**src/rtl/control_sequencer.sv**
```systemverilog
// Hardwired control unit: fetch/decode/execute Moore FSM driving datapath strobes.
// Optional mul/div execution is built only when CONTROL_SEQUENCER_MULDIV_EN is defined.
module control_sequencer (
    input  logic        clk,
    input  logic        reset,
    input  logic [31:0] ir,
    input  logic        mem_ready,
    output logic [15:0] gpr_in,
    output logic [15:0] gpr_out,
    output logic        pc_in,
    output logic        pc_out,
    output logic        ir_in,
    output logic        y_in,
    output logic        z_in,
    output logic        z_low_out,
    output logic        z_high_out,
    output logic        hi_in,
    output logic        hi_out,
    output logic        lo_in,
    output logic        lo_out,
    output logic        c_out,
    output logic        mar_in,
    output logic        mdr_in,
    output logic        mdr_out,
    output logic        read,
    output logic        inc_pc,
    output logic [3:0]  alu_op,
    output logic        run,
    output logic        illegal,
    output logic [3:0]  state
);

    typedef enum logic [3:0] {
        S_RESET = 4'd0, S_T0 = 4'd1, S_T1 = 4'd2, S_T2 = 4'd3, S_T3 = 4'd4,
        S_T4 = 4'd5, S_T5 = 4'd6, S_T6 = 4'd7, S_HALT = 4'd8
    } state_t;

    typedef enum logic [2:0] {
        C_REG, C_IMM, C_UNARY, C_NOP, C_HALT, C_MULDIV, C_UNDEF
    } op_class_t;

    state_t     cur, nxt;
    op_class_t  op_class;
    logic [3:0] op_alu;
    logic       illegal_q, illegal_d;
    logic [15:0] ra_hot, rb_hot, rc_hot;
    logic       unused_ir;

    assign ra_hot    = 16'd1 << ir[26:23];
    assign rb_hot    = 16'd1 << ir[22:19];
    assign rc_hot    = 16'd1 << ir[18:15];
    assign unused_ir = ^ir[14:0];
    assign state     = cur;
    assign hi_out    = 1'b0;
    assign lo_out    = 1'b0;

    always_ff @(posedge clk) begin
        if (reset) begin
            cur       <= S_RESET;
            illegal_q <= 1'b0;
        end else begin
            cur       <= nxt;
            illegal_q <= illegal_d;
        end
    end

    always_comb begin
        op_class = C_UNDEF;
        op_alu   = 4'b0000;
        case (ir[31:27])
            5'b00011: begin op_class = C_REG;   op_alu = 4'b0010; end
            5'b00100: begin op_class = C_REG;   op_alu = 4'b0011; end
            5'b00101: begin op_class = C_REG;   op_alu = 4'b0100; end
            5'b00110: begin op_class = C_REG;   op_alu = 4'b0101; end
            5'b00111: begin op_class = C_REG;   op_alu = 4'b0110; end
            5'b01000: begin op_class = C_REG;   op_alu = 4'b0111; end
            5'b01001: begin op_class = C_REG;   op_alu = 4'b0000; end
            5'b01010: begin op_class = C_REG;   op_alu = 4'b0001; end
            5'b01011: begin op_class = C_IMM;   op_alu = 4'b0010; end
            5'b01100: begin op_class = C_IMM;   op_alu = 4'b0000; end
            5'b01101: begin op_class = C_IMM;   op_alu = 4'b0001; end
`ifdef CONTROL_SEQUENCER_MULDIV_EN
            5'b01110: begin op_class = C_MULDIV; op_alu = 4'b1000; end
            5'b01111: begin op_class = C_MULDIV; op_alu = 4'b1001; end
`endif
            5'b10000: begin op_class = C_UNARY; op_alu = 4'b1010; end
            5'b10001: begin op_class = C_UNARY; op_alu = 4'b1011; end
            5'b11010: op_class = C_NOP;
            5'b11011: op_class = C_HALT;
            default:  op_class = C_UNDEF;
        endcase
    end

    always_comb begin
        nxt        = cur;
        illegal_d  = illegal_q;
        gpr_in     = 16'h0000;
        gpr_out    = 16'h0000;
        pc_in      = 1'b0;
        pc_out     = 1'b0;
        ir_in      = 1'b0;
        y_in       = 1'b0;
        z_in       = 1'b0;
        z_low_out  = 1'b0;
        z_high_out = 1'b0;
        hi_in      = 1'b0;
        lo_in      = 1'b0;
        c_out      = 1'b0;
        mar_in     = 1'b0;
        mdr_in     = 1'b0;
        mdr_out    = 1'b0;
        read       = 1'b0;
        inc_pc     = 1'b0;
        alu_op     = 4'b0000;
        run        = (cur != S_RESET) && (cur != S_HALT);
        illegal    = (cur == S_HALT) && illegal_q;
        case (cur)
            S_RESET: nxt = S_T0;
            S_T0: begin
                pc_out = 1'b1; mar_in = 1'b1; inc_pc = 1'b1; z_in = 1'b1;
                alu_op = 4'b0010;
                nxt    = S_T1;
            end
            S_T1: begin
                z_low_out = 1'b1; pc_in = 1'b1; read = 1'b1; mdr_in = 1'b1;
                nxt       = mem_ready ? S_T2 : S_T1;
            end
            S_T2: begin
                mdr_out = 1'b1; ir_in = 1'b1;
                nxt     = S_T3;
            end
            S_T3: begin
                case (op_class)
                    C_REG, C_IMM: begin
                        gpr_out = rb_hot; y_in = 1'b1; nxt = S_T4;
                    end
                    C_UNARY: begin
                        gpr_out = rb_hot; z_in = 1'b1; alu_op = op_alu; nxt = S_T4;
                    end
                    C_MULDIV: begin
                        gpr_out = ra_hot; y_in = 1'b1; nxt = S_T4;
                    end
                    C_NOP:  nxt = S_T0;
                    C_HALT: begin nxt = S_HALT; illegal_d = 1'b0; end
                    default: begin nxt = S_HALT; illegal_d = 1'b1; end
                endcase
            end
            S_T4: begin
                // Unary ops write back here; binary ops compute into Z.
                case (op_class)
                    C_UNARY: begin
                        z_low_out = 1'b1; gpr_in = ra_hot; nxt = S_T0;
                    end
                    C_IMM: begin
                        c_out = 1'b1; z_in = 1'b1; alu_op = op_alu; nxt = S_T5;
                    end
                    C_MULDIV: begin
                        gpr_out = rb_hot; z_in = 1'b1; alu_op = op_alu; nxt = S_T5;
                    end
                    default: begin
                        gpr_out = rc_hot; z_in = 1'b1; alu_op = op_alu; nxt = S_T5;
                    end
                endcase
            end
            S_T5: begin
                z_low_out = 1'b1;
                nxt       = S_T0;
`ifdef CONTROL_SEQUENCER_MULDIV_EN
                if (op_class == C_MULDIV) begin
                    lo_in = 1'b1; nxt = S_T6;
                end else begin
                    gpr_in = ra_hot;
                end
`else
                gpr_in = ra_hot;
`endif
            end
            S_T6: begin
`ifdef CONTROL_SEQUENCER_MULDIV_EN
                z_high_out = 1'b1; hi_in = 1'b1;
`endif
                nxt = S_T0;
            end
            S_HALT:  nxt = S_HALT;
            default: nxt = S_RESET;
        endcase
    end

endmodule

```
**config.mk**
```make
export PLATFORM = sky130hd
export DESIGN_NAME = control_sequencer
export DESIGN_NICKNAME = d
export VERILOG_FILES = /design/src/rtl/control_sequencer.sv
export SDC_FILE = /design/constraint.sdc
export NUM_CORES = 1
export LEC_CHECK = 0
export CAP_MARGIN = 10
export CORE_MARGIN = 2
export CORE_UTILIZATION = 35
export DETAILED_ROUTE_END_ITERATION = 10
export GPL_TIMING_DRIVEN = 0
export PLACE_DENSITY = 0.84
export SYNTH_ARGS = -nofsm -noshare
export SYNTH_HDL_FRONTEND = slang
export SYNTH_SLANG_ARGS = --single-unit
```
**constraint.sdc**
```tcl
create_clock -name clk -period 3.76 [get_ports clk]
set_clock_uncertainty 0.2 [all_clocks]
set_input_delay 0.752 -clock clk [delete_from_list [all_inputs] [get_ports clk]]
set_output_delay 0.752 -clock clk [all_outputs]
set_load 0.005 [all_outputs]
```
==> metrics.txt, run 1 <==
final hold vios=0; pwr dens=287 nW/um^2; buffers added on ports=72; Initial Utilization=36.3%; antenna viol nets, final=0; first-pass GRT wire length=7220 microns; worst-path fanout max=8; total die area=3920 sq um; post-place setup slack=-0.339 ns; Yosys cell types=54; Tmin final=3.72 ns; Min Hold Slack=0.395 ns; Req. time, crit path=2.81 ns; type of destination of the critical path=output pin; min setup slack post-route=0.0396 ns; Clk pwr share=10.7%; startpoint type of the worst setup path=input pin; number of global-route vias before repair=1605; status=finished, final reports clean; GPL Wtd Cong=0.935; Seq cells post-synth=5; Critical-path top delay cell=or4b_4; Setup Viol. Count Final=0; count leader, synth=nor2_1; die height=62.6 microns; sequential-to-total area share from yosys stat=8.32%; TritonCTS clock tree=yes; Post-DP Area=2000 sq um; num rows=21; vias per cell=5.46; worst-case vdd ir drop=358 uV; Max-Cap Viols=0; critical path class=input pin to output pin; r2r startpoint=state[2]; clk slew on worst S/H paths=0.05 ns; Mapped Area=1200 sq um; Arr. time, crit path=2.77 ns; Power Internal=0.365 mW; crit-path cells=clkdlybuf4s50_1 -> or4b_4 -> and3_4 -> and4bb_4 -> a32o_1 -> dlygate4sd2_1; Slew Viols, Final=0; Yosys warning total=0; combinational fraction of design power=75.8%; Via Count=1704; EDFF count, synth=0; dominant cells by area after synthesis=dfxtp_1 (8.3%), buf_4 (7.5%), nor2_1 (5.9%); I/O pin count=94; DRT Pass-1 Iters=4; Clock Latency Late Sink=0.25 ns; CP Launch Point=ir[31]; antenna cell count=0; RSZ-0062 raised after global routing=true; DP HPWL=3170 microns; synth-to-layout area growth=80.5%; grt ovf=0; switching power=0.258 mW; post-synth top area cell=dfxtp_1; fin crit share=98.9%; setup total negative slack=0 ns; Root Buffer=clkbuf_4; Overall Global Routing Usage=21.7%; H-Tree Depth=1; crit-path max cell delay=0.56 ns; DR DRC count=0; Max clock buf depth=2; final wirelength=4440 microns; # clock sinks=5; initial antenna violation count=0; clock buffer count from CTS=3; Syn Inst Count=175; Placed Instances=297; Hold Path Class=register to register; number of fill cells in the layout=300; Final Cell Area=2170 sq um; Post-synth top cells=nor2_1 (19), nand2_1 (14), buf_4 (12), nor3_1 (12), nand2b_1 (10); WL/cell=14.2 microns; initial drt markers=96; multi-input logic area=1070 sq um; largest net degree at the start of global routing=11; Seq pwr share=13.5%; average cell area after synthesis=6.87 sq um; hold_sp=illegal_q; share of cells above drive strength 1=29.7%; Main synth FF type=dfxtp_1; Synth top area share=8.32%; asr flop ratio synth=0%; Worst-Margin Slew=0.879 ns; Power, Total=0.623 mW; total core area=3310 sq um; Die X=62.6 microns; Final Core Density=65.6%; Final Instance Count excl. Fillers=312; relative slew slack=41.3%; CTS Hold Buffers Added=0; leakage power=0.974 nW; fmax=269 MHz; Nets=302; Sequential Area=100 sq um; sw frac=41.4%
## final cells by class
cell class              instances  share of cell area, %
multi-input cells             146                   49.2
repair buffers                 84                   34.4
plain buffers                  20                   6.69
flip-flops and latches          5                   4.61
well taps                      46                   2.65
clock buffers                   4                   1.21
inverters                       7                   1.21
## registers in the layout (all words and copies together), names as in the netlist
register	count
illegal_q	1
state	4
## worst max-delay path, delay by kind of cell
| family | cells | cell delay [ns] |
|---|---|---|
| AO/OA/AOI/OAI | 1 | 0.25 |
| buffers and inverters | 2 | 0.75 |
| AND/OR/NAND/NOR | 3 | 1.01 |
## power groups by stage
| stage | clock network, mW | logic [mW] | registers (mW) |
|---|---|---|---|
| after floorplan | 0 | 0.220 | 0.0812 |
| after global placement | 0 | 0.423 | 0.0849 |
| after detailed placement | 0 | 0.426 | 0.0841 |
| after CTS | 0.0700 | 0.444 | 0.0835 |
| after global routing | 0.0714 | 0.506 | 0.0861 |
| final | 0.0667 | 0.472 | 0.0839 |
## metal layers
| layer | vias up | global-route usage, % | share of wire (%) |
|---|---|---|---|
| li1 | 827 | - | - |
| met1 | 795 | 27.1 | 43 |
| met2 | 72 | 36.7 | 48 |
| met3 | 10 | 3.06 | 6.3 |
| met4 | 0 | 9.72 | 2.4 |
| met5 | - | 0 | 0 |
## final timing paths
kind / depth (start not counted) / slack [ns] / end
min reg2reg: 2 / 0.40 / illegal_q
max: 6 / 0.04 / gpr_out[5]
max reg2reg: 4 / 1.74 / illegal_q
min: 2 / 0.40 / illegal_q
## logic make-up after synthesis
kind of cell | Yosys count | synth area share, %
other cells | 1 | 0.312
xor+xnor | 1 | 0.729
simple gates | 98 | 46.8
buf+inv | 28 | 15.6
mux | 1 | 0.936
compound gates | 41 | 27.3
flops | 5 | 8.32
## cell usage in the layout (no fill, tap or decap), drive strengths merged, types with 3 or more instances in the layout
cell / count
nand4b: 3
o22ai: 10
nor2b: 6
nand3: 4
clkbuf: 18
inv: 7
a21oi: 5
nand4: 3
nor3: 12
clkdlybuf4s50: 36
o21ai: 4
conb: 5
dfxtp: 5
nor4: 4
nor2: 19
or3: 4
o32ai: 5
dlygate4sd2: 21
buf: 28
or2: 5
nand2b: 10
nand2: 14
dlymetal6s2s: 5
## timing repair
item / 4_1_cts / 5_1_grt
gates resized for setup: 47 / 41
hold endpoints to repair: 0 / 0
setup endpoints to repair: 36 / 26
gates cloned: 0 / 0
buffers inserted: 5 / 7
pin swaps: 4 / 7
No activity file was read; power rests on OpenSTA's default activity.
==> inputs of run 2 (changes only) <==
--- a/config.mk
+++ b/config.mk
@@ -10,6 +10,7 @@
 export CORE_UTILIZATION = 35
 export DETAILED_ROUTE_END_ITERATION = 10
 export GPL_TIMING_DRIVEN = 0
+export HOLD_SLACK_MARGIN = 0.1
 export PLACE_DENSITY = 0.84
 export SYNTH_ARGS = -nofsm -noshare
 export SYNTH_HDL_FRONTEND = slang
==> results of run 2 <==
The final DEF is identical to that of run 1; final timing and power are the same.
==> RTL edit (flow settings as in run 1) <==
Make the reset (`reset`) asynchronous in one clocked block.
--- a/src/rtl/control_sequencer.sv
+++ b/src/rtl/control_sequencer.sv
@@ -56,3 +56,3 @@
 
-    always_ff @(posedge clk) begin
+    always_ff @(posedge clk or posedge reset) begin
         if (reset) begin
Formal check against the unedited RTL: differs if reset is asserted again (counterexample within 4 cycles, from zero or initial values and one cycle with reset high); with reset held inactive, the same outputs for 10 cycles.
==> RTL edit against run 1 <==
- area after synthesis decreased by 2.7%
- power is 14% higher
- wire length decreased by 8.3%
- cell area shrank 7.6%
- sequential cell count unchanged
- utilization down 1.4 points
- critical path depth down 1
- worst setup slack better by 0.017 ns
- critical endpoint is now gpr_out[10]
- largest power group unchanged
- highest routed layer unchanged
==> RTL edit: results (changes against run 1) <==
## Finish
* ratio of cells with drive above 1 in the final layout: 15.8%, was 29.7%
* net count of the finished layout: 295, was 302
* filler cell count: 312, was 300
* flip-flop count of the largest register after layout: 4, unchanged

## Logic synthesis
* dominant synthesized flop cell: sky130_fd_sc_hd__dfrtp_1, was sky130_fd_sc_hd__dfxtp_1
* share of synthesized registers carrying an async set or reset: 100%, was 0%
* sequential-to-total area share from yosys stat: 10.7%, was 8.32%
* Syn Area/Cell: 6.54 sq um, was 6.87 sq um
* most common library cells after synthesis: sky130_fd_sc_hd__nor2_1 (18), sky130_fd_sc_hd__nand2_1 (11), sky130_fd_sc_hd__nand2b_1 (11), was sky130_fd_sc_hd__nor2_1 (19), sky130_fd_sc_hd__nand2_1 (14), sky130_fd_sc_hd__buf_4 (12), sky130_fd_sc_hd__nor3_1 (12), sky130_fd_sc_hd__nand2b_1 (10)
* count of unique library cells instantiated by Yosys: 43, was 54
* top post-synthesis cells by area: sky130_fd_sc_hd__dfrtp_1 (11%), sky130_fd_sc_hd__buf_4 (6.4%), sky130_fd_sc_hd__nand2b_1 (5.9%), was sky130_fd_sc_hd__dfxtp_1 (8.3%), sky130_fd_sc_hd__buf_4 (7.5%), sky130_fd_sc_hd__nor2_1 (5.9%)

## Setup path
* Worst EP arrival: 2.75 ns, was 2.77 ns
* Worst path max stage delay: 0.61 ns, was 0.56 ns
* critical path fanouts, max: 6, was 8
* number of cell instances on the worst register-to-register path: 5, was 4
* CP max stage cell: sky130_fd_sc_hd__clkdlybuf4s50_1, was sky130_fd_sc_hd__or4b_4
* kind of cell with the highest combined delay on the critical path: buffers and inverters, was simple AND/OR/NAND/NOR gates

## Power and ir drop
* Max rail drop VDD: 0.000371 V, was 0.000358 V
* P_leak: 0.853 nW, was 0.974 nW

## Global route
* first-pass GRT wire length: 6030 um, was 7220 um
* global-route usage over all layers: 20.4%, was 21.7%
* number of global-route vias before repair: 1259, was 1605

## STA
* transition time at the pin with the least slew margin: 0.759 ns, was 0.879 ns

## Run status
* run status: finished, final reports clean, unchanged

## Detailed routing
* First DRT Iteration DRCs: 129, was 96
* iteration count of the initial detailed-routing pass: 5, was 4
* vias per cell: 5.44, was 5.46
* WL final: 4070 um, was 4440 um

## Min path
* Hold Crit Depth: 1, was 2

## Place
* standard cell area after detailed placement: 1950 sq um, was 2000 sq um
* weighted congestion reported at the end of routability-driven placement: 0.968, was 0.935

## Clocking
* clock buffer count from CTS: 3, unchanged

-- RTL edit: cell types whose count changed after synthesis, moves of 5 or more --
| cell | change |
|---|---|
| sky130_fd_sc_hd__nand4_1 | +7 |
| sky130_fd_sc_hd__clkbuf_1 | +6 |
| sky130_fd_sc_hd__dfrtp_1 | +5 |
| sky130_fd_sc_hd__dfxtp_1 | -5 |
| sky130_fd_sc_hd__o21ai_0 | +5 |
-- RTL edit: area by class of cell --
cell class                      count  area, sq um  area share, %
Tap cell                           44         55.1           2.74
Timing Repair Buffer               72          672           33.5
Inverter                            8         30.0           1.50
Buffer                             22          145           7.23
Sequential cell                     5          125           6.23
Clock buffer                        4         26.3           1.31
Multi-Input combinational cell    148          953           47.5
-- RTL edit: final timing paths --
kind | startpoint | to | slack [ns]
hold / removal | illegal_q | illegal_q | 0.30
min in group asynchronous | reset | state[3] | 0.51
hold reg to reg | illegal_q | illegal_q | 0.30
setup reg to reg | state[3] | illegal_q | 1.59
setup / recovery | ir[20] | gpr_out[10] | 0.06
max in group asynchronous | reset | state[0] | 2.68
-- RTL edit: stage by stage --
step,utilization [%],setup slack (ns),hold WS (ns)
CTS,64.4,0.00186,0.302
finish,64.2,0.0568,0.300
global route,64.2,-0.0102,0.330
global placement,62.4,-0.453,0.281
detailed placement,62.4,-0.487,0.291
floorplan,-,0.697,0.272
-- RTL edit: logic make-up (layout without fill, tap and decap cells) --
family,Yosys count,after routing,synth area share (%)
AND/OR/NAND/NOR,98,98,48.1
AO/OA/AOI/OAI,40,40,23.2
buffers and inverters,30,106,13.2
flip-flops,5,5,10.7
multiplexers,4,4,3.74
other,1,5,0.321
XOR/XNOR,1,1,0.749
-- RTL edit: what timing repair did --
| action | CTS | global route |
|---|---|---|
| gates resized for setup | 43 | 16 |
| pin swaps | 5 | 5 |
| setup buffers | 1 | 0 |
| setup endpoints to repair | 35 | 20 |
| hold buffers | 0 | 0 |
-- RTL edit: metal layers --
metal / vias to the layer above / track usage, % / share of wire [%]
met5: - / 0 / 0
met4: 0 / 3.34 / 0.74
met3: 8 / 1.24 / 5.7
met2: 74 / 34.3 / 49
met1: 738 / 29.2 / 44
li1: 828 / - / -
-- RTL edit: power breakdown --
| group | leakage [nW] | switching [mW] | internal, mW |
|---|---|---|---|
| sequential | 0.0621 | 0.0293 | 0.0773 |
| clock | 0.0150 | 0.0195 | 0.0400 |
| combinational | 0.775 | 0.245 | 0.297 |
-- RTL edit: worst reg2reg max path, stage by stage, from the launching register on --
cell and delay (ns):
sky130_fd_sc_hd__dfrtp_1 0.37, sky130_fd_sc_hd__clkbuf_1 0.22, sky130_fd_sc_hd__nor2b_1 0.28, sky130_fd_sc_hd__nand2_1 0.23, sky130_fd_sc_hd__nor4_1 0.37, sky130_fd_sc_hd__mux2_2 0.38
